File: src/rtl/timer_pkg.sv
// Shared constants for the microwave cook timer.
// State encoding, digit geometry and a BCD validity helper.
package timer_pkg;

    localparam int DIGITS  = 3;
    localparam int BCD_W   = 4;
    localparam int ENTRY_W = DIGITS * BCD_W;

    localparam logic [2:0] IDLE  = 3'd0;
    localparam logic [2:0] ENTRY = 3'd1;
    localparam logic [2:0] COOK  = 3'd2;
    localparam logic [2:0] PAUSE = 3'd3;
    localparam logic [2:0] DONE  = 3'd4;

    function automatic logic bcd_ok(input logic [BCD_W-1:0] d);
        return d <= 4'd9;
    endfunction

endpackage

File: src/rtl/timer_entry_reg.sv
// Keypad entry register: 3 BCD digits, shifted left on each valid key.
// Non-BCD keys are dropped; the oldest (minutes) digit falls off the top.
module timer_entry_reg
    import timer_pkg::*;
(
    input  logic               clk,
    input  logic               clrn,
    input  logic               clr,
    input  logic               shift,
    input  logic [BCD_W-1:0]   digit,
    output logic [ENTRY_W-1:0] value
);

    // shift a new seconds-ones digit in, or wipe the entry
    always_ff @(posedge clk or negedge clrn) begin
        if (!clrn)
            value <= '0;
        else if (clr)
            value <= '0;
        else if (shift && bcd_ok(digit))
            value <= {value[ENTRY_W-BCD_W-1:0], digit};
    end

endmodule

File: src/rtl/microwave_timer_ctrl.sv
// Cook timer sequencer: keypad entry, counter load/enable, cook FSM.
// All outputs are registered; cnt_data is the entry register itself.
module microwave_timer_ctrl
    import timer_pkg::*;
#(
    parameter int BEEP_TICKS = 3
) (
    input  logic               clk,
    input  logic               clrn,
    input  logic               tick,
    input  logic               key_valid,
    input  logic [BCD_W-1:0]   key_digit,
    input  logic               start,
    input  logic               stop,
    input  logic               clear,
    input  logic               door_closed,
    input  logic [ENTRY_W-1:0] cnt_val,
    output logic [ENTRY_W-1:0] cnt_data,
    output logic               cnt_loadn,
    output logic               cnt_clrn,
    output logic               cnt_en,
    output logic               magnetron,
    output logic               done,
    output logic               beep,
    output logic [2:0]         state
);

    localparam int BW = $clog2(BEEP_TICKS + 1);
    localparam logic [BW-1:0] BEEP_LAST = BW'(BEEP_TICKS - 1);

    logic [2:0]    nxt;
    logic          key_ok;
    logic          start_ok;
    logic          load;
    logic          run_en;
    logic          cnt_zero;
    logic          settled;
    logic [BW-1:0] beep_cnt;

    assign cnt_zero = (cnt_val == '0);
    // cnt_val is stale during the load cycle; ignore it until loaded
    assign settled  = cnt_loadn;
    assign start_ok = start && door_closed && !stop;

    timer_entry_reg u_entry (
        .clk   (clk),
        .clrn  (clrn),
        .clr   (clear),
        .shift (key_ok),
        .digit (key_digit),
        .value (cnt_data)
    );

    // next state, key acceptance, load request and count enable
    always_comb begin
        nxt    = state;
        load   = 1'b0;
        run_en = 1'b0;
        key_ok = key_valid && bcd_ok(key_digit)
                 && !clear && !stop && !start
                 && (state == IDLE || state == ENTRY);
        if (clear) begin
            nxt = IDLE;
        end else begin
            case (state)
                IDLE: begin
                    if (key_ok)
                        nxt = ENTRY;
                end
                ENTRY: begin
                    if (start_ok && cnt_data != '0) begin
                        nxt  = COOK;
                        load = 1'b1;
                    end
                end
                COOK: begin
                    if (!door_closed || stop)
                        nxt = PAUSE;
                    else if (settled && cnt_zero)
                        nxt = DONE;
                    else
                        run_en = tick && settled && !cnt_zero;
                end
                PAUSE: begin
                    if (start_ok)
                        nxt = COOK;
                end
                DONE: begin
                    if (!door_closed)
                        nxt = IDLE;
                    else if (tick && beep_cnt == BEEP_LAST)
                        nxt = IDLE;
                end
                default: nxt = IDLE;
            endcase
        end
    end

    // state and registered outputs
    always_ff @(posedge clk or negedge clrn) begin
        if (!clrn) begin
            state     <= IDLE;
            cnt_loadn <= 1'b1;
            cnt_clrn  <= 1'b1;
            cnt_en    <= 1'b0;
            magnetron <= 1'b0;
            done      <= 1'b0;
            beep      <= 1'b0;
        end else begin
            state     <= nxt;
            cnt_loadn <= !load;
            cnt_clrn  <= !clear;
            cnt_en    <= run_en;
            magnetron <= (nxt == COOK);
            done      <= (nxt == DONE);
            beep      <= (nxt == DONE);
        end
    end

    // ticks heard while beeping; cleared on any exit from DONE
    always_ff @(posedge clk or negedge clrn) begin
        if (!clrn)
            beep_cnt <= '0;
        else if (state == DONE && nxt == DONE)
            beep_cnt <= beep_cnt + BW'(tick);
        else
            beep_cnt <= '0;
    end

endmodule

File: config.mk
export PLATFORM = sky130hd
export DESIGN_NAME = microwave_timer_ctrl
export DESIGN_NICKNAME = d
export VERILOG_FILES = /design/src/rtl/timer_pkg.sv /design/src/rtl/timer_entry_reg.sv /design/src/rtl/microwave_timer_ctrl.sv
export SDC_FILE = /design/constraint.sdc
export NUM_CORES = 1
export LEC_CHECK = 0
export ABC_CLOCK_PERIOD_IN_PS = 3400
export CAP_MARGIN = 15
export CORE_MARGIN = 5
export CORE_UTILIZATION = 44
export CTS_CLUSTER_DIAMETER = 40
export DETAILED_ROUTE_END_ITERATION = 10
export PLACE_DENSITY_LB_ADDON = 0.3
export SLEW_MARGIN = 20
export SYNTH_ARGS = -nofsm -noshare
export SYNTH_HDL_FRONTEND = slang
export SYNTH_SLANG_ARGS = --single-unit
File: constraint.sdc
create_clock -name clk -period 3.4 [get_ports clk]
set_input_delay 0.51 -clock clk [delete_from_list [all_inputs] [get_ports clk]]
set_output_delay 0.51 -clock clk [all_outputs]
set_load 0.05 [all_outputs]
### Word-level counts from Yosys, hierarchy flattened

Cells that the tools add are included.

* register bits after elaboration: 22

* $add $sub $neg: 1
* order comparisons: 1
* eq/ne operators: 7
* mux-type cells: 19
* reduce and logical (&&, ||, !) cells: 26

Operators by type and width (count)
* $mux W12: 2
* $mux W3: 8
* $pmux W3 S5: 1
* $logic_and A1 B1 Y1: 14
* $logic_not A12 Y1: 1
* $reduce_bool A12 Y1: 1
* $eq A3 B2 Y1 const B: 3
* $mux W1: 7
* $eq A3 B3 Y1 const B: 2
* $logic_not A1 Y1: 6
* $le A4 B4 Y1 const B: 1
* $eq A3 B1 Y1 const B: 1
* $logic_not A3 Y1: 1
* $add A2 B1 Y2: 1
* $eq A2 B2 Y1 const B: 1
* $logic_or A1 B1 Y1: 2
* $mux W2: 1
* $reduce_bool A2 Y1: 1

### Depth between registers and ports, before layout

* depth in word-level cells: 12
* gate-level depth with buffers: 6
* depth with buffers taken out: 4

### By module

From an unflattened synthesis, not the netlist that was laid out.

* cell total of the unflattened synthesis: 91
* area total of the unflattened synthesis: 1119.8 um^2

By module, submodules not included
* microwave_timer_ctrl: times used 1, cells each 54, area each 634.4 um^2, seq. area each 252.7 um^2
* timer_entry_reg: times used 1, cells each 37, area each 485.5 um^2, seq. area each 300.3 um^2

### Worst setup path before layout

Ideal clock, no wire load.

* path kind: register -> register
* from: register state[2]
* to: register u_entry.value[1]
* setup time: 0.132 ns
* data arrival time: 1.511 ns
* data required time: 3.268 ns
* path slack: 1.757 ns
* cell stages (with the launch flop): 6
* buffers on the path: 1
* period minus slack after synthesis: 1.643 ns
* path through: dfrtp_1 nor4_4 nand4b_4 buf_6 mux2i_1 nor2_1

* cells in the longest elaborated chain, start to end: 5
* elaborated cells between the ends (all ways): 6

Ends and longest elaborated chain
* from (decl): RTL line microwave_timer_ctrl.sv:25 `output logic [2:0] state`
* from (signal assigned): RTL line microwave_timer_ctrl.sv:110 `state <= nxt;`
* $eq A3 B1 Y1 or $logic_not A3 Y1 (tied branches): RTL line microwave_timer_ctrl.sv:61 `&& (state == IDLE || state == ENTRY);`
* $logic_or A1 B1 Y1 *: RTL line microwave_timer_ctrl.sv:61
* $logic_and A1 B1 Y1 *: RTL line microwave_timer_ctrl.sv:61
* $logic_and A1 B1 Y1 *: RTL line timer_entry_reg.sv:20 `else if (shift && bcd_ok(digit))`
* $reduce_bool A2 Y1 (no source line) *
* to (signal assigned): RTL line timer_entry_reg.sv:21 `value <= {value[ENTRY_W-BCD_W-1:0], digit};`
* to (decl): RTL line timer_entry_reg.sv:11 `output logic [ENTRY_W-1:0] value`

Mark *: on every way between the ends. The rest lies on a longest branch, timed or not.
A chain may end at the register's enable or synchronous reset.

### Worst setup path after layout

* from: register state[2]
* to: output state[2]

No word-level cell between the ends.

==> impl_metrics.ini <==
[floorplan]
die_width_microns = 58.61
core_region_area_sq_mm = 0.002233
ios = 45
start_util_pct = 46.55
fp.dieArea_sq_mm = 0.003435
die_y_microns = 58.61
rows = 17

[synth]
synth-seq-area-share_pct = 53.19
yosys-top-cells-count = 20 x dfrtp_1, 18 x nor2_1, 12 x mux2i_1
synth.most_common_cell = dfrtp_1
synthCells = 92
avgSynthCellArea_sq_um = 11.30
synth_top_area_share_pct = 48.13
ys_seq_elements = 22
synth-edff-count = 0
yosys_warnings = 0
syn_area_sq_mm = 0.001040
yosysTopAreaCell = dfrtp_1
synth-main-ff-cell = dfrtp_1
synthArstFlopShare_pct = 100.0
netlist_top_cells_area = dfrtp_1 48%, mux2i_1 12%, nor2_1 6.5%
ys_types = 30
synth_nets = 117

[worst_setup_path]
cpPeakStageDelay_ps = 870
path_class = reg2out
start_kind = flip-flop
crit_start = state[2]
crit_arrival_ps = 1720
crit_slowest_cell = clkdlybuf4s50_1
critPathBufInv = 1
worstPathRequired_ps = 2890
critPathTopFamily = buffers and inverters
path_max_fanout = 7
crit_chain = clkdlybuf4s50_1
end_kind = output port
r2r-start = state[2]

[clock_tree]
clkTransAtPathRegs_ps = 120
htreeDepth = 1
post_cts_buffers = 0
clock_sinks = 22
cts-root-buf = clkbuf_4
clockBufferDepth = 2
cts_resized = 0
clkLatencyLatePin_ps = 310
cts-buffers-inserted = 3
cts_tree = done
hold_buffers = 0

[place]
io_buffers = 44
gp_congestion = 0.7524
dpl.hpwl_microns = 2005

[sta]
max-slew-margin-rel_pct = 59.35
timing.setup.tns_ps = 0
rsz0062_at_grt = false
setup_viol = 0
finalCritPeriodShare_pct = 65.47
final-hold-violation-count = 0
maxSlewViolCount = 0
fin_crit_ps = 2226
worst_pin_slew_ps = 607.8
finClkSkew_ps = 3.673
fmax_mhz = 449.2

[global_route]
grt_antenna_before_repair = 0
first_global_vias = 945
grt_use_total_pct = 16.31
grt_max_degree = 23
grt_pass1_wl_microns = 4278
overflow = 0

[power_and_ir_drop]
p_int_uw = 367.3
power.leakage_nw = 0.7269
power_switching_share_pct = 24.74
comb_power_share_pct = 15.0
p_per_area_mw_per_mm2 = 322.6
p_sw_uw = 120.7
ir_worst_vdd_mv = 0.2274
p_clk_share_pct = 30.1
power_frac_seq_pct = 54.9

[route]
drt-initial-drc-count = 14
drc = 0
viasPerCell = 5.445
vias = 893
ant_nets = 0
wl_microns = 2576
firstDrtPassIters = 4
wire_per_inst_microns = 15.71

[outcome]
status = finished clean

[hold_path]
min_path_type = in2async

[finish]
fin_nets = 162
antenna_cells = 0
area_delta_synth_final_pct = 45.49
fillCellCount = 185
utilization_pct = 67.73
layout-drive-gt1-share_pct = 6.618

[flow_run]
maxCapViolations = 0
## area by class of cell
cell class,count,area [sq um],share of cell area [%]
clock buffer,4,36.28,2.399
timing repair buffer,44,435.4,28.78
tap,28,35.03,2.316
sequential,22,553.0,36.56
multi-input combinational,64,445.4,29.45
inverter,2,7.507,0.4963
## sequential cells by signal, indices dropped and copies added (netlist names)
signal,flops
cnt_clrn,1
cnt_loadn,1
magnetron,1
state,3
beep,1
beep_cnt,2
cnt_en,1
u_entry.value,12
## power groups by stage
| stage | Sequential (mW) | Clock [mW] | Combinational (mW) |
|---|---|---|---|
| finish | 0.268 | 0.147 | 0.0734 |
| global route | 0.269 | 0.161 | 0.0784 |
| CTS | 0.268 | 0.148 | 0.0747 |
| detailed placement | 0.273 | 0 | 0.0742 |
| global placement | 0.273 | 0 | 0.0730 |
| floorplan | 0.283 | 0 | 0.0220 |
## cells by family (layout without fill, tap and decap cells)
family	Yosys count	after routing	share of synthesized area (%)
AO/OA/AOI/OAI	9	9	6.016
multiplexers	12	12	11.55
adder cells (fa/ha/maj)	1	1	1.203
buffers and inverters	6	50	3.971
flip-flops	22	22	53.19
XOR/XNOR	1	1	0.8425
AND/OR/NAND/NOR	41	41	23.23
## routing by layer
metal	track usage, %	vias to the layer above	share of wire (%)
li1	-	417	-
met1	19.25	449	42
met2	29.19	22	51
met3	3.947	5	4.5
met4	4.854	0	1.6
met5	0	-	0
## path summary, 6_finish.rpt
| path | endpoint | slack, ps | cells after the start |
|---|---|---|---|
| worst max-delay path | state[2] | 1170 | 1 |
| worst min-delay path | beep_cnt[1] | 140 | 1 |
| worst max register to register | u_entry.value[10] | 1780 | 4 |
| worst min register to register | u_entry.value[9] | 580 | 2 |
| max in group asynchronous | cnt_loadn | 2900 | 1 |
| min in group clk | u_entry.value[9] | 580 | 2 |
## worst reg2reg max path, cell delays in order (launching register included)
cell      delay, ps
dfrtp_1         500
nor4_4          360
nand4b_4        320
mux2i_1         250
nor2_1           60
## cells in the final DEF, fill, tap and decap left out, drive strengths merged, types with 2 or more instances in the layout
| master | Yosys | layout |
|---|---|---|
| nor2 | 18 | 18 |
| nor4 | 7 | 7 |
| clkdlybuf4s50 | 0 | 43 |
| o21a | 2 | 2 |
| nand2 | 3 | 3 |
| clkbuf | 1 | 4 |
| dfstp | 2 | 2 |
| mux2i | 12 | 12 |
| dfrtp | 20 | 20 |
| nand3 | 2 | 2 |
| nand4b | 2 | 2 |
| o31ai | 2 | 2 |
| nand4 | 3 | 3 |
| inv | 2 | 2 |
## through the flow
stage	total power [mW]	instances	area [sq um]	hold WS [ps]	setup WS, ps
floorplan	0.3045	92	1040	214.4	1757
global placement	0.3458	160	1481	523.7	962.8
detailed placement	0.3471	160	1481	548.4	919.7
CTS	0.4902	164	1518	582.7	1184
global route	0.5082	164	1513	159.8	1130
finish	0.4881	164	1513	137.9	1174
Power figures use the tool's default switching activity.
